$ cat config.mk
export PLATFORM = sky130hd
export DESIGN_NAME = tdm_demux8_flat
export DESIGN_NICKNAME = d
export VERILOG_FILES = /design/src/rtl/tdm_pkg.sv /design/src/rtl/tdm_demux8_if.sv /design/src/rtl/tdm_demux8_lane_dec3x8.sv /design/src/rtl/tdm_demux8.sv /design/src/flat_wrapper.sv
export SDC_FILE = /design/constraint.sdc
export NUM_CORES = 1
export LEC_CHECK = 0
export BUFFER_PORTS_ARGS = -buffer_cell sky130_fd_sc_hd__buf_2
export CORE_ASPECT_RATIO = 0.75
export CORE_MARGIN = 8
export CORE_UTILIZATION = 40
export CTS_BUF_LIST = sky130_fd_sc_hd__clkbuf_2
export CTS_CLUSTER_SIZE = 28
export DETAILED_ROUTE_END_ITERATION = 10
export PLACE_DENSITY = 0.65
export SLEW_MARGIN = 15
export SYNTH_ARGS = -nofsm -noshare
export SYNTH_HDL_FRONTEND = slang
export SYNTH_SLANG_ARGS = --single-unit
$ cat constraint.sdc
create_clock -name clk -period 1.85 [get_ports clk]
set_clock_uncertainty 0.2 [all_clocks]
set_input_delay 0 -clock clk [delete_from_list [all_inputs] [get_ports clk]]
set_output_delay 0 -clock clk [all_outputs]
set_load 0.02 [all_outputs]
$ cat src/rtl/tdm_pkg.sv
`default_nettype none
// +----------------------------------------------------------------------+
// | Module   : tdm_pkg                                                   |
// | Purpose  : Constants and state encoding shared by both ends of the   |
// |            8-slot time-division link (transmit mux, receive demux).  |
// | Contents : NSLOTS, SLOT_W, state_t (ST_IDLE / ST_RECV)               |
// | Revision : 1.0 - initial release                                     |
// +----------------------------------------------------------------------+
package tdm_pkg;

  localparam int NSLOTS = 8;
  localparam int SLOT_W = 3;

  typedef enum logic {
    ST_IDLE = 1'b0,
    ST_RECV = 1'b1
  } state_t;

endpackage : tdm_pkg
`default_nettype wire

$ cat src/rtl/tdm_demux8_if.sv
`default_nettype none
// +----------------------------------------------------------------------+
// | Module   : tdm_demux8_if                                             |
// | Purpose  : Slot-word input and frame output bundle of the receiver.  |
// | Ports    : enable, in_valid, frame_start, d[DW]  (towards receiver)  |
// |            slot[3], busy, Y[8*DW], frame_valid, frame_err (from it)  |
// | Modports : master - the link/consumer side, slave - the receiver     |
// | Revision : 1.0 - initial release                                     |
// +----------------------------------------------------------------------+
interface tdm_demux8_if #(
  parameter int DW = 1
);
  import tdm_pkg::*;

  logic                 enable;
  logic                 in_valid;
  logic                 frame_start;
  logic [DW-1:0]        d;
  logic [SLOT_W-1:0]    slot;
  logic                 busy;
  logic [NSLOTS*DW-1:0] Y;
  logic                 frame_valid;
  logic                 frame_err;

  modport master (
    output enable, in_valid, frame_start, d,
    input  slot, busy, Y, frame_valid, frame_err
  );

  modport slave (
    input  enable, in_valid, frame_start, d,
    output slot, busy, Y, frame_valid, frame_err
  );

endinterface : tdm_demux8_if
`default_nettype wire

$ cat src/rtl/tdm_demux8_lane_dec3x8.sv
`default_nettype none
// +----------------------------------------------------------------------+
// | Module   : lane_dec3x8                                               |
// | Purpose  : 3-to-8 one-hot decoder with enable; turns a slot index    |
// |            into per-lane write strobes (inverse of the tx mux sel).  |
// | Ports    : sel[3] in, en in, onehot[8] out                           |
// | Revision : 1.0 - initial release                                     |
// +----------------------------------------------------------------------+
module lane_dec3x8
  import tdm_pkg::*;
(
  input  wire logic [SLOT_W-1:0] sel,
  input  wire logic              en,
  output logic      [NSLOTS-1:0] onehot
);

  generate
    for (genvar k = 0; k < NSLOTS; k++) begin : g_lane
      assign onehot[k] = en && (sel == SLOT_W'(k));
    end
  endgenerate

endmodule : lane_dec3x8
`default_nettype wire

$ cat src/rtl/tdm_demux8.sv
`default_nettype none
// +----------------------------------------------------------------------+
// | Module   : tdm_demux8                                                |
// | Purpose  : Receive side of the 8-slot TDM link. Steers one DW-bit    |
// |            word per slot into a shadow register, publishes the full  |
// |            frame on Y with a one-cycle frame_valid pulse, and flags  |
// |            early frame_start with a one-cycle frame_err pulse.       |
// | Ports    : clk, rst_n (async, active low), bus (tdm_demux8_if.slave) |
// | Revision : 1.0 - initial release                                     |
// +----------------------------------------------------------------------+
module tdm_demux8
  import tdm_pkg::*;
#(
  parameter int DW = 1
) (
  input  wire logic     clk,
  input  wire logic     rst_n,
  tdm_demux8_if.slave   bus
);

  localparam int FW = NSLOTS * DW;

  state_t            state_q, state_d;
  logic [SLOT_W-1:0] slot_q, slot_d;
  logic [FW-1:0]     shadow_q, shadow_d;
  logic [FW-1:0]     y_q, y_d;
  logic              fv_q, fv_d;
  logic              ferr_q, ferr_d;

  logic              acc;
  logic              wr_en;
  logic [SLOT_W-1:0] wr_slot;
  logic              clr_partial;
  logic              complete;
  logic [NSLOTS-1:0] wr_strobe;

  assign acc = bus.enable && bus.in_valid;

  // Control: decides which lane is written and what the frame events are.
  always_comb begin
    state_d     = state_q;
    slot_d      = slot_q;
    fv_d        = 1'b0;
    ferr_d      = 1'b0;
    wr_en       = 1'b0;
    wr_slot     = slot_q;
    clr_partial = 1'b0;
    complete    = 1'b0;
    case (state_q)
      ST_IDLE: begin
        // Words without frame_start are silently dropped while idle.
        if (acc && bus.frame_start) begin
          wr_en   = 1'b1;
          wr_slot = '0;
          slot_d  = SLOT_W'(1);
          state_d = ST_RECV;
        end
      end
      ST_RECV: begin
        if (acc) begin
          if (bus.frame_start) begin
            // Early restart: slot is never 0 in RECV, so this is always an error.
            ferr_d      = 1'b1;
            clr_partial = 1'b1;
            wr_en       = 1'b1;
            wr_slot     = '0;
            slot_d      = SLOT_W'(1);
          end else begin
            wr_en  = 1'b1;
            slot_d = slot_q + SLOT_W'(1);
            if (slot_q == SLOT_W'(NSLOTS - 1)) begin
              complete = 1'b1;
              fv_d     = 1'b1;
              state_d  = ST_IDLE;
            end
          end
        end
      end
      default: state_d = ST_IDLE;
    endcase
  end

  lane_dec3x8 u_lane_dec (
    .sel    (wr_slot),
    .en     (wr_en),
    .onehot (wr_strobe)
  );

  // Datapath: lane writes, partial-frame clear, and frame publication.
  always_comb begin
    shadow_d = shadow_q;
    for (int k = 0; k < NSLOTS; k++) begin
      if (wr_strobe[k]) begin
        shadow_d[k*DW +: DW] = bus.d;
      end else if (clr_partial && (k != 0)) begin
        shadow_d[k*DW +: DW] = '0;
      end
    end
    // shadow_d already carries the slot-7 word, so Y gets the whole frame.
    y_d = complete ? shadow_d : y_q;
  end

  always_ff @(posedge clk or negedge rst_n) begin
    if (!rst_n) begin
      state_q  <= ST_IDLE;
      slot_q   <= '0;
      shadow_q <= '0;
      y_q      <= '0;
      fv_q     <= 1'b0;
      ferr_q   <= 1'b0;
    end else begin
      state_q  <= state_d;
      slot_q   <= slot_d;
      shadow_q <= shadow_d;
      y_q      <= y_d;
      fv_q     <= fv_d;
      ferr_q   <= ferr_d;
    end
  end

  assign bus.slot        = slot_q;
  assign bus.busy        = (state_q == ST_RECV);
  assign bus.Y           = y_q;
  assign bus.frame_valid = fv_q;
  assign bus.frame_err   = ferr_q;

endmodule : tdm_demux8
`default_nettype wire

$ cat src/flat_wrapper.sv
// flat-port wrapper written by rule: the top's interface ports become plain ports
module tdm_demux8_flat import tdm_pkg::*;
#(
  parameter int DW = 1
)
  (clk, rst_n, bus_enable, bus_in_valid, bus_frame_start, bus_d, bus_slot, bus_busy, bus_Y, bus_frame_valid, bus_frame_err);
  tdm_demux8_if #(.DW(DW)) bus_i ();
  input  wire logic clk;
  input  wire logic rst_n;
  input wire logic [$bits(bus_i.enable)-1:0] bus_enable;
  input wire logic [$bits(bus_i.in_valid)-1:0] bus_in_valid;
  input wire logic [$bits(bus_i.frame_start)-1:0] bus_frame_start;
  input wire logic [$bits(bus_i.d)-1:0] bus_d;
  output wire logic [$bits(bus_i.slot)-1:0] bus_slot;
  output wire logic [$bits(bus_i.busy)-1:0] bus_busy;
  output wire logic [$bits(bus_i.Y)-1:0] bus_Y;
  output wire logic [$bits(bus_i.frame_valid)-1:0] bus_frame_valid;
  output wire logic [$bits(bus_i.frame_err)-1:0] bus_frame_err;
  assign bus_i.enable = bus_enable;
  assign bus_i.in_valid = bus_in_valid;
  assign bus_i.frame_start = bus_frame_start;
  assign bus_i.d = bus_d;
  assign bus_slot = bus_i.slot;
  assign bus_busy = bus_i.busy;
  assign bus_Y = bus_i.Y;
  assign bus_frame_valid = bus_i.frame_valid;
  assign bus_frame_err = bus_i.frame_err;
  tdm_demux8 #(.DW(DW)) u_core (.clk(clk), .rst_n(rst_n), .bus(bus_i));
endmodule
==> results_dict.tcl, run 1 <==
set metrics [dict create \
    status "complete, no violations" \
    drive_above_1_share_pct 23.5 \
    fp-row-count 16 \
    dieArea_sq_mm 0.00472 \
    cts_tree "done" \
    setup_violations 0 \
    place.gp.congestion 0.837 \
    dpl.hpwl_um 1870 \
    post-synth-top-count-cell "dfrtp_1" \
    finalInstanceArea_sq_mm 0.00132 \
    p_leak_nw 0.589 \
    crit_fanout 9 \
    cts_buffers 3 \
    cts_sinks 22 \
    coreArea_sq_mm 0.00262 \
    timing.slew.headroom_pct 34.3 \
    antenna_left 0 \
    dp_cells 161 \
    finalCritPeriodShare_pct 94.6 \
    drt-initial-drc-count 57 \
    finalCriticalPeriod_ns 1.75 \
    rsz0062_at_grt "yes" \
    cts_root_buf "clkbuf_2" \
    final-hold-violation-count 0 \
    grt-ovfl-total 0 \
    r2r_cells 3 \
    via_per_inst 5.55 \
    synth_top_cell_area_share_pct 49.8 \
    grtUsageMet1_pct 14.6 \
    synth.area.top_cells "dfrtp_1 50%, a31oi_1 5.7%, a21oi_1 4.1%" \
    required_ns 1.92 \
    nets 145 \
    slowest_delay_ns 0.58 \
    syn_area_per_cell_sq_um 9.95 \
    synthCells 111 \
    place_area_sq_mm 0.00123 \
    synth_common_cells "22 x dfrtp_1, 10 x a31oi_1, 9 x a21oi_1" \
    hp-start "bus_frame_start" \
    critPathSlowestCell "or4_1" \
    fin_tns_setup_ns 0 \
    grt_pass1_vias 824 \
    grt_usage_pct 11.1 \
    r2r_slack_ns 0.1 \
    synth_edf_count 0 \
    gr-usage-met3_pct 4.52 \
    die_height_um 61.5 \
    cap_violations 0 \
    cts_max_level 1 \
    yosys_warnings 0 \
    clk_latency_ns 0.33 \
    port_buffers 19 \
    met2_usage_pct 16.6 \
    netlist_area_sq_mm 0.00110 \
    worstPathCellList "inv_2 > or4_1 > a31oi_1" \
    power_density_mw_per_mm2 1220 \
    cts_resized 0 \
    ys_seq_area_share_pct 49.8 \
    drt_first_pass_iters 4 \
    antenna_found_initial 0 \
    vias 955 \
    num_antenna_cells 0 \
    critical_path_class "flop to flop" \
    drc_errors 0 \
    end_kind "flop" \
    ys_ff_latch 22 \
    clockBufferDepth 2 \
    cp.arrival_ns 1.82 \
    power_mw 1.62 \
    syn-num-nets 119 \
    synth_top_cell_by_area "dfrtp_1" \
    final_core_util_pct 50.4 \
    reg2reg_from "u_core.bus.slot[0]$_DFFE_PN0P_" \
    io_pins 20 \
    peakVddDrop_mv 0.487 \
    wl_per_cell_um 15.3 \
    cpLargestDelayFamily "simple AND/OR/NAND/NOR gates" \
    crit_buf_inv 1 \
    tightest_slew_ns 0.983 \
    synthDistinctLibCells 31 \
    r2r_end "u_core.bus.Y[5]$_DFFE_PN0P_" \
    crit_end "u_core.bus.Y[5]$_DFFE_PN0P_" \
    area.growth.synth_to_final_pct 19.6 \
    fin_cells 172 \
    hp-class "input pin to flop" \
    ys.flop_type "dfrtp_1" \
    wl_um 2630 \
    async_flop_share_pct 100 \
    cp-start-kind "flop" \
    start_util_pct 42.1 \
    path_depth 3 \
    max_freq_mhz 571 \
    clk_pin_slew_worst_paths_ns 0.19 \
    busiest_layer "met2" \
    die_x_um 76.7 \
    crit_start "u_core.bus.slot[0]$_DFFE_PN0P_" \
    drv_slew 0 \
    grt_max_degree 23 \
    grt_pass1_wl_um 4150 \
]
-- worst min-delay path by stage --
stage	endpoint	slack, ns	cells after the start
2_1_floorplan	u_core.bus.Y[0]$_DFFE_PN0P_	-0.50	0
3_3_place_gp	u_core.bus.slot[2]$_DFFE_PN0P_	-0.22	1
3_5_place_dp	u_core.bus.slot[1]$_DFFE_PN0P_	-0.21	1
4_1_cts	u_core.bus.slot[2]$_DFFE_PN0P_	0.29	3
5_1_grt	u_core.bus.slot[2]$_DFFE_PN0P_	0.30	3
6_report	u_core.bus.slot[2]$_DFFE_PN0P_	0.30	3
-- layout by cell type, fill, tap and decap left out, types with 2 or more instances in the layout --
cell type	count
dlygate4sd3_1	7
buf_4	5
nor2b_1	3
nor3_1	2
nor2_1	2
nand2b_1	4
nand4_1	5
o21ai_0	5
mux2i_1	2
o31ai_1	6
clkbuf_2	3
dfrtp_1	22
nand2_1	7
o21ai_1	5
a31oi_1	10
nand3_1	2
clkinv_1	2
a21oi_1	9
ha_1	2
buf_2	19
and2_1	3
-- area by class of cell --
type / instances / area (sq um)
Tap cell: 36 / 45.0
Multi-Input combinational cell: 77 / 497
Fill cell: 240 / 1300
Inverter: 2 / 7.51
Clock buffer: 3 / 15.0
Timing Repair Buffer: 31 / 203
Clock inverter: 1 / 3.75
Sequential cell: 22 / 551
-- cell families (layout without fill, tap and decap cells) --
kind of cell    count (synthesis)  count (layout)  synth area share [%]
buf+inv                        12              37                  5.21
mux                             3               3                  2.83
compound gates                 37              37                  20.5
fa+ha+maj                       2               2                  2.26
simple gates                   35              35                  19.4
flops                          22              22                  49.8
-- layer usage --
metal  wire length, um  share of wire, %  up-vias
met4                39               1.5        0
met3               218               8.3        6
met1              1240                47      450
li1                  -                 -      461
met5                 0                 0        -
met2              1130                43       38
-- through the flow --
| stage | hold slack [ns] | worst slack (ns) |
|---|---|---|
| 2_1_floorplan | -0.496 | 0.0798 |
| 3_3_place_gp | -0.215 | 0.147 |
| 3_5_place_dp | -0.215 | 0.152 |
| 4_1_cts | 0.287 | 0.118 |
| 5_1_grt | 0.298 | -0.0126 |
| 6_report | 0.297 | 0.0995 |
-- power breakdown --
group | internal [mW] | switching, mW
combinational | 0.262 | 0.411
clock | 0.0470 | 0.143
sequential | 0.622 | 0.132
total | 0.932 | 0.685
-- timing repair --
action | CTS | global route
setup buffers | 0 | 0
hold endpoints to repair | 43 | 0
setup endpoints to repair | 0 | 1
hold buffers | 7 | 0
-- sequential cells by signal, summed over array words and instances (netlist names) --
| signal | flops |
|---|---|
| u_core.bus.Y | 8 |
| u_core.bus.busy | 1 |
| u_core.bus.frame_err | 1 |
| u_core.bus.frame_valid | 1 |
| u_core.bus.slot | 3 |
| u_core.shadow_q | 8 |
-- tightest hold or removal path, stage by stage --
cell	delay, ns
dlygate4sd3_1	0.52
buf_2	0.18
o21ai_0	0.11
(Power assumes the default switching activity.)
==> run 2, diff against run 1 <==
--- a/config.mk
+++ b/config.mk
@@ -9,11 +9,12 @@
 export CORE_ASPECT_RATIO = 0.75
 export CORE_MARGIN = 8
 export CORE_UTILIZATION = 40
-export CTS_BUF_LIST = sky130_fd_sc_hd__clkbuf_2
+export CTS_BUF_LIST = sky130_fd_sc_hd__clkbuf_4
 export CTS_CLUSTER_SIZE = 28
 export DETAILED_ROUTE_END_ITERATION = 10
-export PLACE_DENSITY = 0.65
+export PLACE_DENSITY = 0.66
 export SLEW_MARGIN = 15
 export SYNTH_ARGS = -nofsm -noshare
 export SYNTH_HDL_FRONTEND = slang
+export SYNTH_HIERARCHICAL = 1
 export SYNTH_SLANG_ARGS = --single-unit
==> run 2 against run 1 <==
  * Worst hold slack got worse by 0.28 ns
  * Core utilization increased by 7.7 points
  * Wire length decreased by 3.7%
  * Die area decreased by 2.5%
  * First-iteration DRC count increased by 7.0%
  * Critical path depth increased by 3
  * Setup slack got worse by 0.099 ns
  * Maximum frequency decreased by 5.3%
  * Synthesized cell count decreased by 19%
  * Cell count decreased by 6.4%
  * Clock-buffer cell count unchanged
==> results_dict.tcl, run 2 <==
set metrics [dict create \
    status "complete, no violations" \
    via_per_inst 5.04 \
    drv_slew 0 \
    setup_slack_ns 0.000975 \
    synthDistinctLibCells 24 \
    nets 134 \
    die_height_um 60.8 \
    cts_root_buf "clkbuf_4" \
    cpLargestDelayFamily "flip-flops" \
    hold_slack_ns 0.0209 \
    synth_common_cells "22 x dfrtp_1, 13 x nand2_1, 9 x mux2_2" \
    p_sw_share_pct 30.9 \
    p_leak_nw 0.680 \
    port_buffers 19 \
    drive_above_1_share_pct 53.6 \
    comb_power_share_pct 31.8 \
    final-hold-violation-count 0 \
    synth_top_cell_area_share_pct 51.5 \
    setup_violations 0 \
    end_kind "flop" \
    rsz0062_at_grt "yes" \
    cp-start-kind "flop" \
    grt_pass1_wl_um 4040 \
    cap_violations 0 \
    grt_pass1_vias 809 \
    worstPathCellList "ha_4 > ha_4 > nand3_4 > nor3b_4 > buf_6 > mux2_4" \
    switchingPower_mw 0.446 \
    critical_path_class "flop to flop" \
    place.gp.congestion 0.884 \
    max_freq_mhz 541 \
    power_density_mw_per_mm2 962 \
    internal-power_mw 0.996 \
    wl_per_cell_um 15.7 \
    final_common_cell "buf_2" \
    dpl.hpwl_um 1580 \
    ys_ff_latch 22 \
    cp.arrival_ns 1.86 \
    finalCritPeriodShare_pct 99.9 \
    dieArea_sq_mm 0.00460 \
    async_flop_share_pct 100 \
    ys.flop_type "dfrtp_1" \
    yosys_warnings 6 \
    met2_usage_pct 17.8 \
    clockBufferDepth 2 \
    critPathSlowestCell "dfrtp_2" \
    coreArea_sq_mm 0.00258 \
    timing.slew.headroom_pct 66.9 \
    final_cell_mix "19 x buf_2, 18 x dfrtp_1, 13 x nand2_1" \
    drt-initial-drc-count 61 \
    crit_top_cell "ha_4" \
    fin_cells 161 \
    required_ns 1.86 \
    sequentialPowerShare_pct 42.7 \
    synthCells 90 \
    slowest_delay_ns 0.43 \
    start_util_pct 41.4 \
    finalCriticalPeriod_ns 1.85 \
    synth.area.top_cells "dfrtp_1 52%, mux2_2 9.5%, o21ai_2 5.7%" \
    power_mw 1.44 \
    tightest_slew_ns 0.496 \
    cts_buffers 3 \
    antenna_left 0 \
    synth_edf_count 0 \
    antenna_found_initial 0 \
    netlist_area_sq_mm 0.00107 \
    syn_area_per_cell_sq_um 11.9 \
    cts_sinks 22 \
    io_pins 20 \
    area.growth.synth_to_final_pct 40.3 \
    post-synth-top-count-cell "dfrtp_1" \
    ys_seq_area_share_pct 51.5 \
    drc_errors 0 \
    clkPwrFrac_pct 25.5 \
    crit_fanout 5 \
    grt_usage_pct 11.9 \
    cts_max_level 1 \
    dp_cells 147 \
    busiest_layer "met2" \
    grt_max_degree 23 \
    hp-class "input pin to flop" \
    drt_first_pass_iters 4 \
    grt-ovfl-total 0 \
    peakVddDrop_mv 0.646 \
    postCtsSetupBuffers 0 \
    vias 812 \
    num_antenna_cells 0 \
    synth_top_cell_by_area "dfrtp_1" \
    crit_buf_inv 1 \
    die_x_um 75.7 \
    gr-usage-met3_pct 4.95 \
    pre_cts_slack_ns 0.0103 \
    syn-num-nets 98 \
    clk_pin_slew_worst_paths_ns 0.12 \
    clk_latency_ns 0.31 \
    grtUsageMet1_pct 15.5 \
    cts_tree "done" \
    fp-row-count 16 \
    wl_um 2530 \
]
run 2: kinds of logic after synthesis:
family / after synthesis / synth area share (%)
DFF: 22 / 51.5
and+or+nand+nor: 40 / 24.5
buffers and inverters: 4 / 2.81
AOI/OAI and AO/OA: 13 / 9.37
muxes: 9 / 9.49
adders and majority gates: 2 / 2.34
run 2: path summary, 6_finish.rpt:
check	slack (ns)	endpoint	cells after the start	start
setup / recovery	0.001	u_core/bus.Y[1]$_DFFE_PN0P_	6	u_core/bus.slot[1]$_DFFE_PN0P_
hold / removal	0.02	u_core/bus.slot[0]$_DFFE_PN0P_	4	bus_enable
setup reg to reg	0.001	u_core/bus.Y[1]$_DFFE_PN0P_	6	u_core/bus.slot[1]$_DFFE_PN0P_
hold reg to reg	0.31	u_core/shadow_q[0]$_DFF_PN0_	1	u_core/shadow_q[0]$_DFF_PN0_
max in group asynchronous	0.58	u_core/bus.busy$_DFF_PN0_	3	rst_n
min in group asynchronous	0.51	u_core/bus.Y[0]$_DFFE_PN0P_	3	rst_n
run 2: per-stage QoR:
stage | util (%) | instance area (sq um) | TNS, ns
final | 58.0 | 1500 | 0
after global routing | 58.0 | 1500 | -0.428
after CTS | 57.8 | 1490 | 0
after detailed placement | 48.8 | 1260 | 0
after global placement | 48.8 | 1260 | 0
after floorplan | - | 1110 | 0
run 2: cell type report:
cell class                 count  area, sq um
multi-input combinational     64          601
clock buffer                   3         22.5
clock inverter                 1         30.0
sequential                    22          556
fill                         218         1080
tap                           36         45.0
timing repair buffer          35          245
run 2: worst min-delay path, delay by kind of cell:
family          cells  cell delay [ns]
simple gates        1             0.09
compound gates      2             0.28
buf+inv             1             0.13
run 2: power by group through the flow:
stage          sequential (mW)  clock, mW  combinational, mW
2_1_floorplan            0.655          0              0.231
3_3_place_gp             0.608          0              0.383
3_5_place_dp             0.613          0              0.397
4_1_cts                  0.617      0.378              0.453
5_1_grt                  0.624      0.392              0.492
6_report                 0.616      0.368              0.459
run 2: timing repair:
action                                  in CTS  in global routing
endpoints found under the setup margin       2                 30
gates cloned                                 1                  0
endpoints found under the hold margin       43                 13
pin swaps                                    3                  2
hold buffers                                 9                  1
resized for setup                           20                  2
run 2: layer usage:
| metal | vias up | routed length, um |
|---|---|---|
| met2 | 19 | 1150 |
| li1 | 393 | - |
| met1 | 395 | 1190 |
| met4 | 0 | 27 |
| met3 | 5 | 157 |
| met5 | - | 0 |
